**src/rtl/ide_timing_pkg.sv**
```systemverilog
// Shared timing definitions for the IDE task-file cycle sequencer.
package ide_timing_pkg;

    // Width of the phase counter; every phase length must fit in it.
    localparam int CNT_W   = 7;
    localparam int CNT_MAX = (1 << CNT_W) - 1;

    // Bus-cycle phases of the task-file sequencer.
    typedef enum logic [2:0] {
        ST_IDLE    = 3'd0,
        ST_SETUP   = 3'd1,
        ST_ACTIVE  = 3'd2,
        ST_ACK     = 3'd3,
        ST_RECOVER = 3'd4
    } ide_state_t;

    // PIO mode 0 at 28 MHz (35.7 ns per clock), rounded up:
    // t1 70 ns, t2 165 ns, remainder of the 600 ns cycle 365 ns.
    localparam int PIO0_T_SETUP   = 2;
    localparam int PIO0_T_ACTIVE  = 5;
    localparam int PIO0_T_RECOVER = 11;

    // PIO mode 4 at 28 MHz, rounded up:
    // t1 25 ns, t2 70 ns, remainder of the 120 ns cycle 25 ns.
    localparam int PIO4_T_SETUP   = 1;
    localparam int PIO4_T_ACTIVE  = 2;
    localparam int PIO4_T_RECOVER = 1;

    localparam int DEFAULT_IORDY_TIMEOUT = 64;

    // True when a phase length can be loaded into the phase counter.
    function automatic bit timing_ok(input int v);
        return (v >= 1) && (v <= CNT_MAX);
    endfunction

endpackage

```
**src/rtl/ide_phase_counter.sv**
```systemverilog
// Loadable down-counter that times one bus phase. A phase loaded with N
// raises done on the Nth edge after the load edge, so the owner leaves the
// phase exactly N cycles after entering it.
module ide_phase_counter
    import ide_timing_pkg::*;
(
    input  logic             CLKCPU,
    input  logic             RESET,
    input  logic             load,
    input  logic [CNT_W-1:0] load_val,
    output logic             done
);

    logic [CNT_W-1:0] cnt_q;

    // Load a new phase length, otherwise count down and park at zero.
    always_ff @(posedge CLKCPU) begin
        if (!RESET) begin
            cnt_q <= '0;
        end else if (load) begin
            cnt_q <= load_val;
        end else if (cnt_q != '0) begin
            cnt_q <= cnt_q - 1'b1;
        end
    end

    assign done = (cnt_q == CNT_W'(1));

endmodule

```
**src/rtl/ide_cycle_ctrl.sv**
```systemverilog
// Sequences 68k bus cycles in the IDE task-file window into PIO chip-select,
// DIOR/DIOW strobes, data buffer control and the DTACK reply.
//
// Handshake: a cycle is requested when IDE_SEL=1, AS=0 and DS=0 are sampled
// together in IDLE; DTACK_N=0 acknowledges it; the CPU closes it by raising
// DS, and the edge that samples DS=1 in ACK releases every output. AS=1 seen
// before ACK aborts without an acknowledge. On the drive side IORDY is only
// looked at from the final ACTIVE count onwards.
module ide_cycle_ctrl
    import ide_timing_pkg::*;
#(
    parameter int T_SETUP       = 2,
    parameter int T_ACTIVE      = 6,
    parameter int T_RECOVER     = 4,
    parameter int IORDY_TIMEOUT = DEFAULT_IORDY_TIMEOUT
) (
    input  logic       CLKCPU,
    input  logic       RESET,
    input  logic       AS,
    input  logic       DS,
    input  logic       RW,
    input  logic       IDE_SEL,
    input  logic       A12,
    input  logic       IORDY,
    output logic       IDE_CS0_N,
    output logic       IDE_CS1_N,
    output logic       IDE_DIOR_N,
    output logic       IDE_DIOW_N,
    output logic       BUF_OE_N,
    output logic       BUF_DIR,
    output logic       DTACK_N,
    output logic       TIMEOUT,
    output ide_state_t state_dbg
);

    generate
        if (!timing_ok(T_SETUP) || !timing_ok(T_ACTIVE) ||
            !timing_ok(T_RECOVER) || !timing_ok(IORDY_TIMEOUT)) begin : g_param_check
            $error("ide_cycle_ctrl: timing parameters must lie in 1..127");
        end
    endgenerate

    localparam logic [CNT_W-1:0] LD_SETUP   = CNT_W'(T_SETUP);
    localparam logic [CNT_W-1:0] LD_ACTIVE  = CNT_W'(T_ACTIVE);
    localparam logic [CNT_W-1:0] LD_RECOVER = CNT_W'(T_RECOVER);
    localparam logic [CNT_W-1:0] LD_IORDY   = CNT_W'(IORDY_TIMEOUT);

    ide_state_t       state_q, state_d;
    logic             rw_q, rw_d;
    logic             cs1_q, cs1_d;
    logic             ext_q, ext_d;
    logic             timeout_d;
    logic             cnt_load;
    logic [CNT_W-1:0] cnt_val;
    logic             cnt_done;
    logic             busy_d;
    logic             cs0_n_d, cs1_n_d, dior_n_d, diow_n_d;
    logic             buf_oe_n_d, buf_dir_d, dtack_n_d;

    ide_phase_counter u_phase (
        .CLKCPU   (CLKCPU),
        .RESET    (RESET),
        .load     (cnt_load),
        .load_val (cnt_val),
        .done     (cnt_done)
    );

    // Next phase, latched cycle attributes and next value of every output.
    always_comb begin
        state_d   = state_q;
        rw_d      = rw_q;
        cs1_d     = cs1_q;
        ext_d     = ext_q;
        timeout_d = 1'b0;
        cnt_load  = 1'b0;
        cnt_val   = '0;

        case (state_q)
            ST_IDLE: begin
                if (IDE_SEL && !AS && !DS) begin
                    state_d  = ST_SETUP;
                    rw_d     = RW;
                    cs1_d    = A12;
                    cnt_load = 1'b1;
                    cnt_val  = LD_SETUP;
                end
            end
            ST_SETUP: begin
                if (AS) begin
                    state_d  = ST_RECOVER;
                    cnt_load = 1'b1;
                    cnt_val  = LD_RECOVER;
                end else if (cnt_done) begin
                    state_d  = ST_ACTIVE;
                    ext_d    = 1'b0;
                    cnt_load = 1'b1;
                    cnt_val  = LD_ACTIVE;
                end
            end
            ST_ACTIVE: begin
                if (AS) begin
                    state_d  = ST_RECOVER;
                    cnt_load = 1'b1;
                    cnt_val  = LD_RECOVER;
                end else if (cnt_done) begin
                    if (IORDY) begin
                        state_d = ST_ACK;
                    end else if (!ext_q) begin
                        // Drive not ready on the final count: start the IORDY wait.
                        ext_d    = 1'b1;
                        cnt_load = 1'b1;
                        cnt_val  = LD_IORDY;
                    end else begin
                        // Wait budget spent: give up on IORDY and finish the cycle.
                        state_d   = ST_ACK;
                        timeout_d = 1'b1;
                    end
                end else if (ext_q && IORDY) begin
                    state_d = ST_ACK;
                end
            end
            ST_ACK: begin
                if (DS) begin
                    state_d  = ST_RECOVER;
                    cnt_load = 1'b1;
                    cnt_val  = LD_RECOVER;
                end
            end
            ST_RECOVER: begin
                if (cnt_done) begin
                    state_d = ST_IDLE;
                end
            end
            default: begin
                state_d = ST_IDLE;
            end
        endcase

        busy_d     = (state_d == ST_SETUP) || (state_d == ST_ACTIVE) || (state_d == ST_ACK);
        cs0_n_d    = !(busy_d && !cs1_d);
        cs1_n_d    = !(busy_d && cs1_d);
        buf_oe_n_d = !busy_d;
        buf_dir_d  = busy_d && rw_d;
        // Reads hold DIOR through ACK; writes drop DIOW on entry to ACK.
        dior_n_d   = !(rw_d && ((state_d == ST_ACTIVE) || (state_d == ST_ACK)));
        diow_n_d   = !(!rw_d && (state_d == ST_ACTIVE));
        dtack_n_d  = !(state_d == ST_ACK);
    end

    // Phase register and latched cycle attributes.
    always_ff @(posedge CLKCPU) begin
        if (!RESET) begin
            state_q <= ST_IDLE;
            rw_q    <= 1'b0;
            cs1_q   <= 1'b0;
            ext_q   <= 1'b0;
        end else begin
            state_q <= state_d;
            rw_q    <= rw_d;
            cs1_q   <= cs1_d;
            ext_q   <= ext_d;
        end
    end

    // Registered outputs so no input reaches a pin combinationally.
    always_ff @(posedge CLKCPU) begin
        if (!RESET) begin
            IDE_CS0_N  <= 1'b1;
            IDE_CS1_N  <= 1'b1;
            IDE_DIOR_N <= 1'b1;
            IDE_DIOW_N <= 1'b1;
            BUF_OE_N   <= 1'b1;
            BUF_DIR    <= 1'b0;
            DTACK_N    <= 1'b1;
            TIMEOUT    <= 1'b0;
        end else begin
            IDE_CS0_N  <= cs0_n_d;
            IDE_CS1_N  <= cs1_n_d;
            IDE_DIOR_N <= dior_n_d;
            IDE_DIOW_N <= diow_n_d;
            BUF_OE_N   <= buf_oe_n_d;
            BUF_DIR    <= buf_dir_d;
            DTACK_N    <= dtack_n_d;
            TIMEOUT    <= timeout_d;
        end
    end

    assign state_dbg = state_q;

endmodule

```
**config.mk**
```make
export PLATFORM = sky130hd
export DESIGN_NAME = ide_cycle_ctrl
export DESIGN_NICKNAME = d
export VERILOG_FILES = /design/src/rtl/ide_timing_pkg.sv /design/src/rtl/ide_phase_counter.sv /design/src/rtl/ide_cycle_ctrl.sv
export SDC_FILE = /design/constraint.sdc
export NUM_CORES = 1
export LEC_CHECK = 0
export CAP_MARGIN = 20
export CORE_ASPECT_RATIO = 0.75
export CORE_MARGIN = 2
export CORE_UTILIZATION = 35
export DETAILED_ROUTE_END_ITERATION = 12
export PLACE_DENSITY_LB_ADDON = 0.12
export REMOVE_ABC_BUFFERS = 1
export SLEW_MARGIN = 40
export SYNTH_ARGS = -nofsm -noshare
export SYNTH_HDL_FRONTEND = slang
export SYNTH_HIERARCHICAL = 1
export SYNTH_SLANG_ARGS = --single-unit
```
**constraint.sdc**
```tcl
create_clock -name CLKCPU -period 3.1 [get_ports CLKCPU]
set_input_delay 0.31 -clock CLKCPU [delete_from_list [all_inputs] [get_ports CLKCPU]]
set_output_delay 0.31 -clock CLKCPU [all_outputs]
set_load 0.02 [all_outputs]
```
**Yosys cells after proc, flatten, opt, wreduce, memory -nomap -nowiden**

Cells that the tools add are included.
W data, S select, Z words.

- Add/subtract/negate cells: 1
- Reductions and logical operators: 27
- Equal/unequal tests: 13
- Multiplexer cells: 42
- Bitwise operators: 3

Operator list:

| cell | count |
|---|---|
| $mux W7 | 6 |
| $mux W3 | 13 |
| $pmux W7 S4 | 1 |
| $mux W1 | 18 |
| $pmux W3 S5 | 1 |
| $eq A3 B2 Y1 const B | 4 |
| $logic_not A1 Y1 | 10 |
| $ne A2 B2 Y1 const B | 5 |
| $logic_and A1 B1 Y1 | 8 |
| $eq A7 B1 Y1 const B | 1 |
| $reduce_bool A7 Y1 | 1 |
| $sub A7 B1 Y7 const B | 1 |
| $eq A3 B1 Y1 const B | 2 |
| $reduce_and A6 Y1 | 1 |
| $reduce_or A5 Y1 | 1 |
| $pmux W1 S4 | 1 |
| $reduce_bool A2 Y1 | 2 |
| $eq A3 B3 Y1 const B | 1 |
| $logic_not A3 Y1 | 1 |
| $logic_or A1 B1 Y1 | 3 |
| $not A1 Y1 | 3 |
| $mux W2 | 1 |
| $pmux W1 S2 | 1 |

- Register bits after elaboration: 21
- Logic and storage cells: 99
- Output and inout bits: 11

**Longest topological paths before layout**

- Depth after elaboration: 10
- Depth in mapped cells: 9

**By module**

Netlist, hierarchy kept.

Modules (own cells, without submodules):

| module | instances | cells an instance | area an instance (µm²) |
|---|---|---|---|
| ide_cycle_ctrl | 1 | 74 | 680.7 |
| ide_phase_counter | 1 | 51 | 434.2 |

**Worst setup path before layout**

Ideal clock, no wire load.

- Kind: register -> register
- Start point: register u_phase.cnt_q[2]
- End point: register IDE_DIOW_N
- Data arrival time: 2.402 ns
- Cell stages (with the launch flop): 7
- Slack: 0.564 ns
- Path through: dfxtp_1 > or4_4 > nor3b_1 > inv_2 > o311a_1 > or2_1 > or4_1

- Longest elaborated chain between the ends: 7
- Elaborated cells on any way between the ends: 10

RTL lines:

| what | RTL line | RTL |
|---|---|---|
| start, declared | ide_phase_counter.sv:14 | `logic [CNT_W-1:0] cnt_q;` |
| start signal, assigned | ide_phase_counter.sv:21 | `cnt_q <= load_val;` |
| start signal, assigned | ide_phase_counter.sv:23 | `cnt_q <= cnt_q - 1'b1;` |
| $eq A7 B1 Y1 * | ide_phase_counter.sv:27 | `assign done = (cnt_q == CNT_W'(1));` |
| net cnt_done | ide_cycle_ctrl.sv:55 | `logic cnt_done;` |
| $mux W3, on equally long branches | ide_cycle_ctrl.sv:105, ide_cycle_ctrl.sv:93 |  |
| $mux W3, on equally long branches | ide_cycle_ctrl.sv:101, ide_cycle_ctrl.sv:89 |  |
| $pmux W3 S5 * | ide_cycle_ctrl.sv:78 | `case (state_q)` |
| $eq A3 B2 Y1 * | ide_cycle_ctrl.sv:146 | `diow_n_d = !(!rw_d && (state_d == ST_ACTIVE));` |
| $logic_and A1 B1 Y1 * | ide_cycle_ctrl.sv:146 |  |
| $logic_not A1 Y1 * | ide_cycle_ctrl.sv:146 |  |
| end signal, assigned | ide_cycle_ctrl.sv:180 | `IDE_DIOW_N <= diow_n_d;` |
| end, declared | ide_cycle_ctrl.sv:28 | `output logic IDE_DIOW_N,` |

Mark *: on every way through the listed nets, which the timed path passes. The rest lies on a longest branch.
A chain may end at the register's enable or synchronous reset.

**Worst setup path after layout**

Ends and elaborated chain as after synthesis.

==> results.sh <==
export IMPL_status="complete, no violations"
export IMPL_portBuffers=18
export IMPL_required_ns=3.24
export IMPL_clk_pin_slew_ns=0.08
export IMPL_async_reset_ff_share_pct=0
export IMPL_timing_hold_ws_ns=0.515
export IMPL_ys_top_cells_by_count="dfxtp_1, nand2_1, nand3_1"
export IMPL_h_tree_depth=1
export IMPL_synth_area_mux_share_pct=3.25
export IMPL_grtUsageTotal_pct=13.6
export IMPL_rsz0062_at_grt="no"
export IMPL_area_delta_synth_final_pct=23.7
export IMPL_routed_wl_um=2320
export IMPL_drt_iter0_markers=41
export IMPL_antenna_found_initial=0
export IMPL_end_kind="flop"
export IMPL_worstPathCellList="or4_4 > nor3b_1 > inv_2 > o311a_1 > or2_1 > or4_1"
export IMPL_synth_area_leaders="dfxtp_1, nand3_1, ha_1"
export IMPL_drc_errors=0
export IMPL_hold_violations=0
export IMPL_overflow=0
export IMPL_cellInternalPower_mw=0.600
export IMPL_yosys_area_share_simple_pct=28.4
export IMPL_synth_top_area_share_pct=37.7
export IMPL_first_pass_iters=4
export IMPL_ys_warn_count=6
export IMPL_finalCriticalPeriod_ns=2.73
export IMPL_setup_viol=0
export IMPL_crit_slowest_cell="or4_4"
export IMPL_synth_cells=125
export IMPL_yosysUniqueCellTypes=49
export IMPL_seqCellArea_um2=420
export IMPL_p_leak_nw=0.509
export IMPL_fin_crit_sh_pct=88.0
export IMPL_synthXorXnorAreaFrac_pct=3.14
export IMPL_die_width_um=69.2
export IMPL_dp_cells=180
export IMPL_final_nets=158
export IMPL_maxSlewViolCount=0
export IMPL_hpwl_um=1730
export IMPL_die_y_um=52.9
export IMPL_power_density_nw_per_um2=684
export IMPL_ys_seq_area_share_pct=37.7
export IMPL_multi_input_area_um2=651
export IMPL_clockRootBuffer="clkbuf_8"
export IMPL_diodes=0
export IMPL_via_count=944
export IMPL_max_cap_viol_count=0
export IMPL_swShare_pct=36.4
export IMPL_arrival_ns=2.87
export IMPL_die_area_um2=3660
export IMPL_crit_type="flop to flop"
export IMPL_start_util_pct=37.2
export IMPL_hold_buffers=0
export IMPL_wl_per_cell_um=12.6
export IMPL_combPwrFrac_pct=41.9
export IMPL_setup_tns_final_ns=0
export IMPL_fmax_mhz=367
export IMPL_fp_coreArea_um2=3000
export IMPL_start_kind="flop"
export IMPL_path_max_fanout=5
export IMPL_synthAdderAreaFrac_pct=4.38
export IMPL_synth_most_common_cell="dfxtp_1"
export IMPL_synth_main_ff_cell="dfxtp_1"
export IMPL_grt_pass1_wl_um=3880
export IMPL_hold_path_class="flop to flop"
export IMPL_grt_pass1_vias=846
export IMPL_switchingPower_mw=0.343
export IMPL_routabilityCongestion=0.760
export IMPL_vias_per_cell=5.13
export IMPL_cts_made_buffers=3
export IMPL_pwr_share_clk_pct=18.8
export IMPL_cts_buffer_depth=2
export IMPL_cts_resized=0
export IMPL_finalClockSkew_ns=0.00201
export IMPL_cts_tree="yes"
export IMPL_seqPwrFrac_pct=39.3
export IMPL_yosys_area_top_type="dfxtp_1"
export IMPL_drive_gt1_share_pct=11.6
export IMPL_synth_seq_cells=21
export IMPL_synth_compound_area_share_pct=17.8
export IMPL_critPathMaxStageDelay_ns=0.57
export IMPL_postSynthAreaPerCell_um2=8.92
export IMPL_ir_drop_mv=0.282
export IMPL_ant_nets=0
export IMPL_num_rows=17
export IMPL_layoutNonFillerInstCount=184
export IMPL_cts_num_sinks=21
export IMPL_synth_edf_count=0
export IMPL_io_pins=19
export IMPL_n_fill_cell=292
export IMPL_grt_max_degree=23
export IMPL_relSlewSlack_pct=60.3
export IMPL_cts_setup_buffers=0
export IMPL_syn_area_um2=1110
export IMPL_clk_latency_ns=0.26
export IMPL_tightest_slew_ns=0.595
export IMPL_synth_top_family_by_area="simple AND/OR/NAND/NOR gates"
[layout make-up]
class                           instances  share of cell area (%)
Inverter                                5                    1.36
Sequential cell                        21                    30.5
Clock buffer                            3                    2.99
Multi-Input combinational cell         96                    47.2
Timing Repair Buffer                   20                    14.2
Clock inverter                          1                   0.363
Tap cell                               38                    3.45
[layout by cell type, fill, tap and decap left out, types with 2 or more instances in the layout]
cell / count
nand2b_1: 4
xnor2_1: 3
o21bai_1: 2
nand3_1: 9
o21ai_0: 7
inv_1: 4
nand4_1: 2
ha_1: 3
nor4_1: 2
and2_1: 2
conb_1: 4
o31ai_1: 4
o211ai_1: 3
nand2_1: 10
a21oi_1: 3
buf_4: 2
o31a_1: 2
nor3b_1: 4
clkdlybuf4s50_1: 18
dfxtp_1: 21
clkbuf_8: 3
nor2_1: 7
nor2b_1: 2
[state kept, by name, indices dropped and copies added (netlist names)]
| register | count |
|---|---|
| DTACK_N | 1 |
| state_dbg | 3 |
| u_phase/cnt_q | 7 |
| TIMEOUT | 1 |
| cs1_q | 1 |
| IDE_CS1_N | 1 |
| ext_q | 1 |
| BUF_DIR | 1 |
| BUF_OE_N | 1 |
| IDE_DIOW_N | 1 |
| rw_q | 1 |
| IDE_DIOR_N | 1 |
| IDE_CS0_N | 1 |
[per-layer routing]
metal,vias to the layer above,GRT usage [%],routed length [µm]
met5,-,0,0
met3,0,3.43,111
met1,432,18.9,1200
met4,0,2.94,0
met2,23,21.5,1000
li1,489,-,-
[worst max-delay path: cells and delay by family, from the launching register on]
| kind | cells | cell delay, ns |
|---|---|---|
| compound gates | 1 | 0.32 |
| buf+inv | 1 | 0.08 |
| simple gates | 4 | 1.87 |
| flops | 1 | 0.34 |
[per-stage QoR]
stage	setup slack, ns	total power, mW	util [%]	area [µm²]
after floorplan	0.564	0.674	-	1090
after detailed placement	0.358	0.765	44.4	1330
after CTS	0.368	0.948	46.0	1380
final	0.372	0.944	46.0	1380
after global placement	0.412	0.770	44.4	1330
after global routing	0.111	1.01	46.0	1380
[power groups by stage]
stage / sequential, mW / combinational (mW) / clock, mW
3_5_place_dp: 0.376 / 0.389 / 0
3_3_place_gp: 0.375 / 0.395 / 0
5_1_grt: 0.378 / 0.441 / 0.194
2_1_floorplan: 0.370 / 0.304 / 0
6_report: 0.371 / 0.395 / 0.178
4_1_cts: 0.370 / 0.394 / 0.185
[final timing paths]
check / from / to / slack [ns] / depth (start not counted)
min reg2reg: ext_q$_SDFFE_PN0P_ / TIMEOUT$_SDFF_PP0_ / 0.51 / 2
max: u_phase/cnt_q[2]$_SDFFE_PN0P_ / IDE_DIOW_N$_SDFF_PN1_ / 0.37 / 6
max reg2reg: u_phase/cnt_q[2]$_SDFFE_PN0P_ / IDE_DIOW_N$_SDFF_PN1_ / 0.37 / 6
min: ext_q$_SDFFE_PN0P_ / TIMEOUT$_SDFF_PP0_ / 0.51 / 2
[cell families after synthesis]
group                    after synthesis
AO/OA/AOI/OAI                         28
adder cells (fa/ha/maj)                4
multiplexers                           3
buffers and inverters                 11
AND/OR/NAND/NOR                       53
other                                  1
flip-flops                            21
XOR/XNOR                               4
No activity file was read; power rests on OpenSTA's default activity.
